<file path="config.mk">
export PLATFORM = sky130hd
export DESIGN_NAME = mem_access_unit
export DESIGN_NICKNAME = d
export VERILOG_FILES = /design/src/rtl/mem_access_unit.sv
export SDC_FILE = /design/constraint.sdc
export NUM_CORES = 1
export LEC_CHECK = 0
export CELL_PAD_IN_SITES_DETAIL_PLACEMENT = 1
export CELL_PAD_IN_SITES_GLOBAL_PLACEMENT = 2
export CORE_MARGIN = 5
export CORE_UTILIZATION = 25
export CTS_BUF_LIST = sky130_fd_sc_hd__clkbuf_8
export DETAILED_ROUTE_END_ITERATION = 8
export PLACE_DENSITY_LB_ADDON = 0.1
export SLEW_MARGIN = 20
export SYNTH_ARGS = -nofsm -noshare
export SYNTH_HDL_FRONTEND = slang
export SYNTH_SLANG_ARGS = --single-unit
</file>
<file path="constraint.sdc">
create_clock -name clk -period 2.2 [get_ports clk]
set_clock_uncertainty 0.15 [all_clocks]
set_input_delay 0.44 -clock clk [delete_from_list [all_inputs] [get_ports clk]]
set_output_delay 0.44 -clock clk [all_outputs]
set_load 0.02 [all_outputs]
</file>
<file path="src/rtl/mem_access_unit.sv">
// Load/store engine: takes one request per handshake, runs one aligned bus transaction and
// returns the extended load data with an error code (misaligned, bus timeout, illegal request).
module mem_access_unit #(
    parameter int DATA_WIDTH     = 32,
    parameter int ADDR_WIDTH     = 32,
    parameter int TIMEOUT_CYCLES = 255
) (
    input  logic                    clk,
    input  logic                    reset,
    input  logic                    req_valid,
    output logic                    req_ready,
    input  logic                    req_load,
    input  logic                    req_store,
    input  logic                    req_unsigned,
    input  logic [1:0]              req_length,
    input  logic [ADDR_WIDTH-1:0]   req_address,
    input  logic [DATA_WIDTH-1:0]   req_storeData,
    output logic                    resp_valid,
    input  logic                    resp_ready,
    output logic [DATA_WIDTH-1:0]   resp_data,
    output logic [1:0]              resp_errCode,
    output logic                    bus_valid,
    input  logic                    bus_ready,
    output logic                    bus_write,
    output logic [ADDR_WIDTH-1:0]   bus_address,
    output logic [DATA_WIDTH-1:0]   bus_writeData,
    output logic [DATA_WIDTH/8-1:0] bus_byteEnable,
    input  logic [DATA_WIDTH-1:0]   bus_readData
);
    localparam int NB = DATA_WIDTH / 8;
    localparam int OB = $clog2(NB);
    localparam int TW = (TIMEOUT_CYCLES > 0) ? $clog2(TIMEOUT_CYCLES + 1) : 1;

    localparam logic [1:0] ERR_OK      = 2'd0;
    localparam logic [1:0] ERR_MISALGN = 2'd1;
    localparam logic [1:0] ERR_TIMEOUT = 2'd2;
    localparam logic [1:0] ERR_ILLEGAL = 2'd3;

    typedef enum logic [1:0] {S_IDLE, S_ACCESS, S_RESPOND} state_t;

    state_t                  state_q, state_d;
    logic                    req_ready_q, req_ready_d;
    logic                    bus_valid_q, bus_valid_d;
    logic                    bus_write_q, bus_write_d;
    logic [ADDR_WIDTH-1:0]   bus_address_q, bus_address_d;
    logic [DATA_WIDTH-1:0]   bus_writeData_q, bus_writeData_d;
    logic [NB-1:0]           bus_byteEnable_q, bus_byteEnable_d;
    logic [OB-1:0]           off_q, off_d;
    logic [1:0]              len_q, len_d;
    logic                    unsigned_q, unsigned_d;
    logic [TW-1:0]           tmo_q, tmo_d;
    logic                    resp_valid_q, resp_valid_d;
    logic [DATA_WIDTH-1:0]   resp_data_q, resp_data_d;
    logic [1:0]              resp_err_q, resp_err_d;

    logic                    accept;
    logic                    req_illegal;
    logic                    req_misaligned;
    logic [OB-1:0]           req_off;
    logic [OB-1:0]           len_mask;
    logic [NB-1:0]           req_be;
    logic [DATA_WIDTH-1:0]   req_wdata;
    logic [DATA_WIDTH-1:0]   rd_shift;
    logic [DATA_WIDTH-1:0]   ld_data;
    logic                    ld_sign;
    logic [3:0]              nbytes_q;

    assign accept  = req_valid && req_ready_q;
    assign req_off = req_address[OB-1:0];

    // Request decode; a length wider than the bus is illegal, which also bounds the lane math.
    always_comb begin
        int o;
        int n;
        o = int'(req_off);
        n = 1 << req_length;
        req_illegal = (req_load == req_store) || (int'(req_length) > OB);
        for (int i = 0; i < OB; i++) len_mask[i] = (i < int'(req_length));
        req_misaligned = |(req_off & len_mask);
        for (int i = 0; i < NB; i++) req_be[i] = (i >= o) && (i < o + n);
        req_wdata = req_storeData << {req_off, 3'b000};
    end

    // Load extraction: move the addressed lane down, keep the access width, extend the rest.
    assign nbytes_q = 4'd1 << len_q;
    always_comb begin
        rd_shift = bus_readData >> {off_q, 3'b000};
        ld_sign  = 1'b0;
        ld_data  = '0;
        for (int i = 0; i < NB; i++)
            if (i == int'(nbytes_q) - 1) ld_sign = rd_shift[8*i+7];
        for (int i = 0; i < NB; i++) begin
            if (i < int'(nbytes_q)) ld_data[8*i +: 8] = rd_shift[8*i +: 8];
            else                    ld_data[8*i +: 8] = {8{ld_sign & ~unsigned_q}};
        end
    end

    always_comb begin
        state_d          = state_q;
        bus_valid_d      = bus_valid_q;
        bus_write_d      = bus_write_q;
        bus_address_d    = bus_address_q;
        bus_writeData_d  = bus_writeData_q;
        bus_byteEnable_d = bus_byteEnable_q;
        off_d            = off_q;
        len_d            = len_q;
        unsigned_d       = unsigned_q;
        tmo_d            = tmo_q;
        resp_valid_d     = resp_valid_q;
        resp_data_d      = resp_data_q;
        resp_err_d       = resp_err_q;
        case (state_q)
            S_IDLE: begin
                if (accept) begin
                    tmo_d      = '0;
                    off_d      = req_off;
                    len_d      = req_length;
                    unsigned_d = req_unsigned;
                    if (req_illegal || req_misaligned) begin
                        resp_valid_d = 1'b1;
                        resp_data_d  = '0;
                        resp_err_d   = req_illegal ? ERR_ILLEGAL : ERR_MISALGN;
                        state_d      = S_RESPOND;
                    end else begin
                        bus_valid_d      = 1'b1;
                        bus_write_d      = req_store;
                        bus_address_d    = {req_address[ADDR_WIDTH-1:OB], {OB{1'b0}}};
                        bus_writeData_d  = req_wdata;
                        bus_byteEnable_d = req_be;
                        state_d          = S_ACCESS;
                    end
                end
            end
            S_ACCESS: begin
                // bus_ready takes priority over a timeout landing in the same cycle.
                if (bus_ready || ((TIMEOUT_CYCLES != 0) && (tmo_q == TW'(TIMEOUT_CYCLES - 1)))) begin
                    resp_valid_d     = 1'b1;
                    resp_err_d       = bus_ready ? ERR_OK : ERR_TIMEOUT;
                    resp_data_d      = (bus_ready && !bus_write_q) ? ld_data : '0;
                    bus_valid_d      = 1'b0;
                    bus_write_d      = 1'b0;
                    bus_address_d    = '0;
                    bus_writeData_d  = '0;
                    bus_byteEnable_d = '0;
                    state_d          = S_RESPOND;
                end else if (tmo_q != '1) begin
                    tmo_d = tmo_q + 1'b1;
                end
            end
            S_RESPOND: begin
                if (resp_ready) begin
                    resp_valid_d = 1'b0;
                    resp_data_d  = '0;
                    resp_err_d   = ERR_OK;
                    state_d      = S_IDLE;
                end
            end
            default: state_d = S_IDLE;
        endcase
        req_ready_d = (state_d == S_IDLE);
    end

    always_ff @(posedge clk or negedge reset) begin
        if (!reset) begin
            state_q          <= S_IDLE;
            req_ready_q      <= 1'b0;
            bus_valid_q      <= 1'b0;
            bus_write_q      <= 1'b0;
            bus_address_q    <= '0;
            bus_writeData_q  <= '0;
            bus_byteEnable_q <= '0;
            off_q            <= '0;
            len_q            <= '0;
            unsigned_q       <= 1'b0;
            tmo_q            <= '0;
            resp_valid_q     <= 1'b0;
            resp_data_q      <= '0;
            resp_err_q       <= ERR_OK;
        end else begin
            state_q          <= state_d;
            req_ready_q      <= req_ready_d;
            bus_valid_q      <= bus_valid_d;
            bus_write_q      <= bus_write_d;
            bus_address_q    <= bus_address_d;
            bus_writeData_q  <= bus_writeData_d;
            bus_byteEnable_q <= bus_byteEnable_d;
            off_q            <= off_d;
            len_q            <= len_d;
            unsigned_q       <= unsigned_d;
            tmo_q            <= tmo_d;
            resp_valid_q     <= resp_valid_d;
            resp_data_q      <= resp_data_d;
            resp_err_q       <= resp_err_d;
        end
    end

    assign req_ready      = req_ready_q;
    assign bus_valid      = bus_valid_q;
    assign bus_write      = bus_write_q;
    assign bus_address    = bus_address_q;
    assign bus_writeData  = bus_writeData_q;
    assign bus_byteEnable = bus_byteEnable_q;
    assign resp_valid     = resp_valid_q;
    assign resp_data      = resp_data_q;
    assign resp_errCode   = resp_err_q;

endmodule
</file>
==> results.tsv, run 1 <==
metric	value	unit
fin_crit_sh	1.04	
max_freq	439	MHz
final_cell_mix	clkdlybuf4s50_1, dfrtp_1, nand2_1	
diodes	0	
wl_per_cell	19.4	µm
gr-total-overflow	0	
p_leak	4.38	nW
synth-seq-cells	119	
drv_slew	0	
place.port_buffers	209	
grtUsageTotal	0.172	
cts_tree	done	
ys.flop_type	dfrtp_1	
path_delay_family	buffers and inverters	
dp_hpwl	17100	µm
min_path_type	in -> async	
ys_types	54	
netlist_area	6290	µm²
cts_buffers	17	
fp.dieW	169	µm
finalSetupViolations	42	
fin_cells	1269	
die_area	28400	µm²
crit_fanout	8	
postPlaceCellArea	9100	µm²
synth_mux_area_frac	0.0688	
drt_iter0_drc	300	
min_period	2.28	ns
avgSynthCellArea	9.48	µm²
netlist.area_leader.share	0.473	
drt-total-wl	24700	µm
yosysWarnings	0	
num_io_pins	212	
synthSimpleGateAreaFrac	0.158	
coreArea	25000	µm²
worst-setup-path-type	reg -> reg	
synth_edf_count	0	
grt_pass1_vias	6640	
drive_above_1_share	0.210	
htree_levels	4	
slowest_stage	dfrtp_1	
cts-root-buf	clkbuf_8	
vdd_drop_max	0.438	mV
vias	5986	
place_congestion	0.786	
clk_pin_slew	0.08	ns
path_cells	inv_2, ha_4, inv_2, o311a_1, buf_6, a211o_4, buf_12, buf_8, buf_16, nand2_4, o31ai_4	
vias_per_cell	4.72	
antenna_found_initial	2	
timing.final.ws_setup	-0.0780	ns
fp.dieH	169	µm
yosysSeqAreaShare	0.473	
synth_area_leaders	dfrtp_1, nand2_1, o21ai_0, mux2i_1, nand2b_1	
drt_pre_antenna_iters	4	
violations	setup timing	
post-route-util	0.412	
grt_pass1_wl	38400	µm
worst_slew_pin_slew	0.606	ns
synth-compound-area-share	0.218	
synth-adder-area-share	0.0211	
start_kind	flip-flop	
remaining_drc_errors	0	
cts.path.max_buffers	2	
crit_required	2.36	ns
finalPower	12.7	mW
setup_tns	-1.22	ns
synth_top_family_by_area	compound AO/OA/AOI/OAI gates	
rsz0062_at_grt	true	
hold_ws	0.208	ns
postRouteAntennaNets	0	
cpMostUsedCell	inv_2	
arrival	2.44	ns
synth-async-reset-ratio	1.00	
pwr_density_cell	1230	nW/µm²
nNetsFinal	1042	
finalInstanceArea	10300	µm²
crit_buf_inv	6	
placed_cells	1216	
max_cap_viol_count	0	
synth_xor_area_frac	0.00696	
max_slew_margin	0.594	
synth_top_area_cell	dfrtp_1	
preCtsSetupSlack	-0.619	ns
grt_max_degree	69	
syn_inst	664	
area_delta_synth_final	63.4	%
status	finished, violations left	
hold_viol_final	0	
clock_latency	0.44	ns
start_util	0.252	
slowest_delay	0.40	ns
cts.sinks	119	
end_kind	flip-flop	
rows	58	
final_common_cell	clkdlybuf4s50_1	
Yosys cell counts, types with 2 or more instances:
cell / count
o31ai_1: 25
a2111oi_0: 2
a211o_1: 2
a21oi_1: 18
dfrtp_1: 119
nand3_1: 4
a2111oi_4: 3
and3_1: 2
o211ai_1: 9
nor3_1: 2
buf_6: 7
xnor2_1: 5
buf_1: 4
ha_1: 9
a2111oi_2: 5
a21o_1: 10
clkbuf_1: 23
o21a_1: 2
buf_4: 2
nand2_1: 129
mux2_2: 8
buf_2: 16
a22o_1: 11
a211oi_1: 20
nand2b_1: 33
nor2_1: 37
inv_1: 14
o21ai_0: 78
nor2b_1: 9
mux2i_1: 32
power breakdown:
group          leakage [nW]  switching (mW)  internal, mW
clock                 0.185           0.970          1.02
sequential             1.56           0.531          2.87
combinational          2.63            3.83          3.45
cell families after synthesis:
group,after synthesis
adders and majority gates,10
AOI/OAI and AO/OA,197
muxes,41
DFF,119
and+or+nand+nor,224
xor gates and xnor gates,5
other,1
buffers and inverters,67
registers in the layout, summed over array words and instances, names as in the netlist:
name	count
bus_valid	1
off_q	2
unsigned_q	1
len_q	2
resp_errCode	2
state_q	2
bus_write	1
req_ready	1
resp_data	32
bus_writeData	32
resp_valid	1
tmo_q	8
bus_byteEnable	4
bus_address	30
final cells by class:
| class | instances | area [µm²] |
|---|---|---|
| Tap cell | 330 | 413 |
| Fill cell | 2821 | 14700 |
| Clock inverter | 14 | 136 |
| Timing Repair Buffer | 294 | 3050 |
| Multi-Input combinational cell | 479 | 3400 |
| Sequential cell | 119 | 2980 |
| Clock buffer | 18 | 248 |
| Inverter | 15 | 56.3 |
layer usage:
metal / routed length, µm / up-vias / track usage
met3: 1450 / 17 / 0.0469
met4: 231 / 4 / 0.0423
li1: - / 2850 / -
met2: 12100 / 147 / 0.285
met1: 10900 / 2968 / 0.222
met5: 29 / - / 0
final timing paths:
kind                                 start                end  slack [ns]  cells past startpoint
min                                  reset      resp_data[13]        0.21                      2
max in group asynchronous            reset     bus_address[5]        1.07                      3
max reg2reg                       tmo_q[0]  bus_writeData[11]       -0.08                     11
min in group clk            req_address[0]           off_q[0]        0.31                      5
min reg2reg                bus_address[14]    bus_address[14]        0.34                      2
max                               tmo_q[0]  bus_writeData[11]       -0.08                     11
what timing repair did:
item                       CTS  global route
hold buffers                 1             0
resized for setup           65            72
pin swaps                   18            16
setup endpoints to repair   99            85
buffers inserted             8             3
cloned                       7             3
hold endpoints to repair   119             0
No activity file was read; power rests on OpenSTA's default activity.
==> inputs of run 2 (changes only) <==
CORE_UTILIZATION = 30   (was 25)
clock period = 2.8 ns   (was 2.2 ns; I/O delays follow)
==> results.tsv, run 2 (synthesis results as in run 1) <==
metric	value	unit
arrival	2.86	ns
hold_viol_final	0	
grt_pass1_wl	34200	µm
pwr_density_cell	939	nW/µm²
gr-total-overflow	0	
rsz0062_at_grt	false	
min_path_type	reg -> reg	
clk_pin_slew	0.07	ns
p_sw_frac	0.410	
postCtsResizedCells	0	
cts_tree	done	
postRouteAntennaNets	0	
power_frac_clock	0.204	
min_period	2.63	ns
status	completed	
hold_ws	0.331	ns
internal_power	5.13	mW
rows	53	
htree_levels	4	
finalSetupViolations	0	
worst-setup-path-type	in -> reg	
die_area	24000	µm²
area_delta_synth_final	46.9	%
drt_iter0_drc	146	
nNetsFinal	994	
path_cells	clkdlybuf4s50_1, nor2_1, inv_1, ha_1, or3_1, a211o_4, buf_12, a2111oi_2, a21o_1	
fp.dieW	155	µm
slowest_delay	0.42	ns
cts_setup_buffers	0	
placed_cells	1133	
grt_pass1_vias	6234	
vias_per_cell	4.92	
final_cell_mix	clkdlybuf4s50_1, nand2_1, dfrtp_1	
final_common_cell	clkdlybuf4s50_1	
cts.sinks	119	
vias	5747	
drt_pre_antenna_iters	4	
max_freq	380	MHz
start_util	0.302	
worst_slew_pin_slew	0.824	ns
antenna_found_initial	1	
cts_buffers	17	
fin_cells	1167	
finalPower	8.68	mW
final-seq-area	2980	µm²
cts.path.max_buffers	2	
grt_max_degree	49	
drt-total-wl	21400	µm
path_delay_family	compound AO/OA/AOI/OAI gates	
grtUsageTotal	0.179	
crit_buf_inv	3	
fin_crit_sh	0.941	
seq_power_share	0.306	
setup_tns	0	ns
crit_fanout	39	
drive_above_1_share	0.105	
fillers	2397	
cts_hold_buf	1	
multi_input_comb_area	3000	µm²
drv_slew	0	
place.port_buffers	209	
max_slew_margin	0.446	
p_leak	3.94	nW
num_io_pins	212	
end_kind	flip-flop	
crit_required	3.03	ns
vdd_drop_max	0.340	mV
remaining_drc_errors	0	
dp_hpwl	16500	µm
wl_per_cell	18.3	µm
fp.dieH	155	µm
max_cap_viol_count	0	
p_sw	3.56	mW
coreArea	20800	µm²
clock_latency	0.44	ns
cts-root-buf	clkbuf_8	
slowest_stage	clkdlybuf4s50_1	
start_kind	primary input	
pwr-share-comb	0.490	
place_congestion	0.847	
run 2: changes by cell type in the layout (fill, tap and decap cells not counted), moves of 5 or more:
cell | previous run | this run
nand2_1 | 106 | 129
o31ai_1 | 8 | 25
nand2_2 | 9 | 0
o31ai_4 | 5 | 0
o21ai_0 | 43 | 78
buf_12 | 9 | 4
nand2_4 | 13 | 0
buf_16 | 7 | 0
buf_4 | 62 | 33
o21ai_1 | 32 | 1
o31ai_2 | 12 | 0
clkdlybuf4s50_1 | 203 | 208
run 2: final cells by class:
type	count	share of cell area
multi-input combinational	479	0.324
sequential	119	0.322
timing repair buffer	246	0.262
tap	275	0.0372
clock buffer	18	0.0268
clock inverter	14	0.0214
inverter	15	0.00609
antenna	1	0.000271
run 2: worst reg2reg max path, cell delays in order (launching register included):
cell and delay [ns]:
dfrtp_1 0.42, inv_1 0.12, ha_2 0.46, and3b_1 0.39, nand3b_1 0.11, o211ai_1 0.16, buf_4 0.24, nand2_1 0.13
o21ai_0 0.16
run 2: power groups by stage:
stage / sequential [mW] / combinational (mW) / clock, mW
2_1_floorplan: 3.13 / 2.02 / 0
3_3_place_gp: 2.68 / 4.18 / 0
3_5_place_dp: 2.69 / 4.33 / 0
4_1_cts: 2.68 / 4.34 / 1.83
5_1_grt: 2.73 / 4.65 / 1.92
6_report: 2.66 / 4.26 / 1.77
run 2: path summary, 6_finish.rpt:
path,startpoint,end,slack [ns],cells past startpoint
max,req_length[1],bus_writeData[24],0.17,9
min,bus_writeData[15],bus_writeData[15],0.33,2
max reg2reg,state_q[1],resp_data[18],0.37,8
min reg2reg,bus_writeData[15],bus_writeData[15],0.33,2
max in group asynchronous,reset,bus_valid,1.36,3
min in group asynchronous,reset,bus_writeData[11],0.47,2
run 2: metrics by stage:
stage	util	instance area [µm²]	worst slack (ns)
after floorplan	-	6300	0.359
after global placement	0.422	8790	-0.250
final	0.444	9250	0.166
after CTS	0.444	9240	0.140
after global routing	0.444	9250	0.0485
after detailed placement	0.422	8790	-0.339
run 2: metal layers:
layer	GRT usage	vias to the layer above	share of wire
met3	0.0400	22	0.043
met4	0.0538	0	0.014
met1	0.227	2843	0.44
met5	0	-	0
met2	0.305	132	0.50
li1	-	2750	-
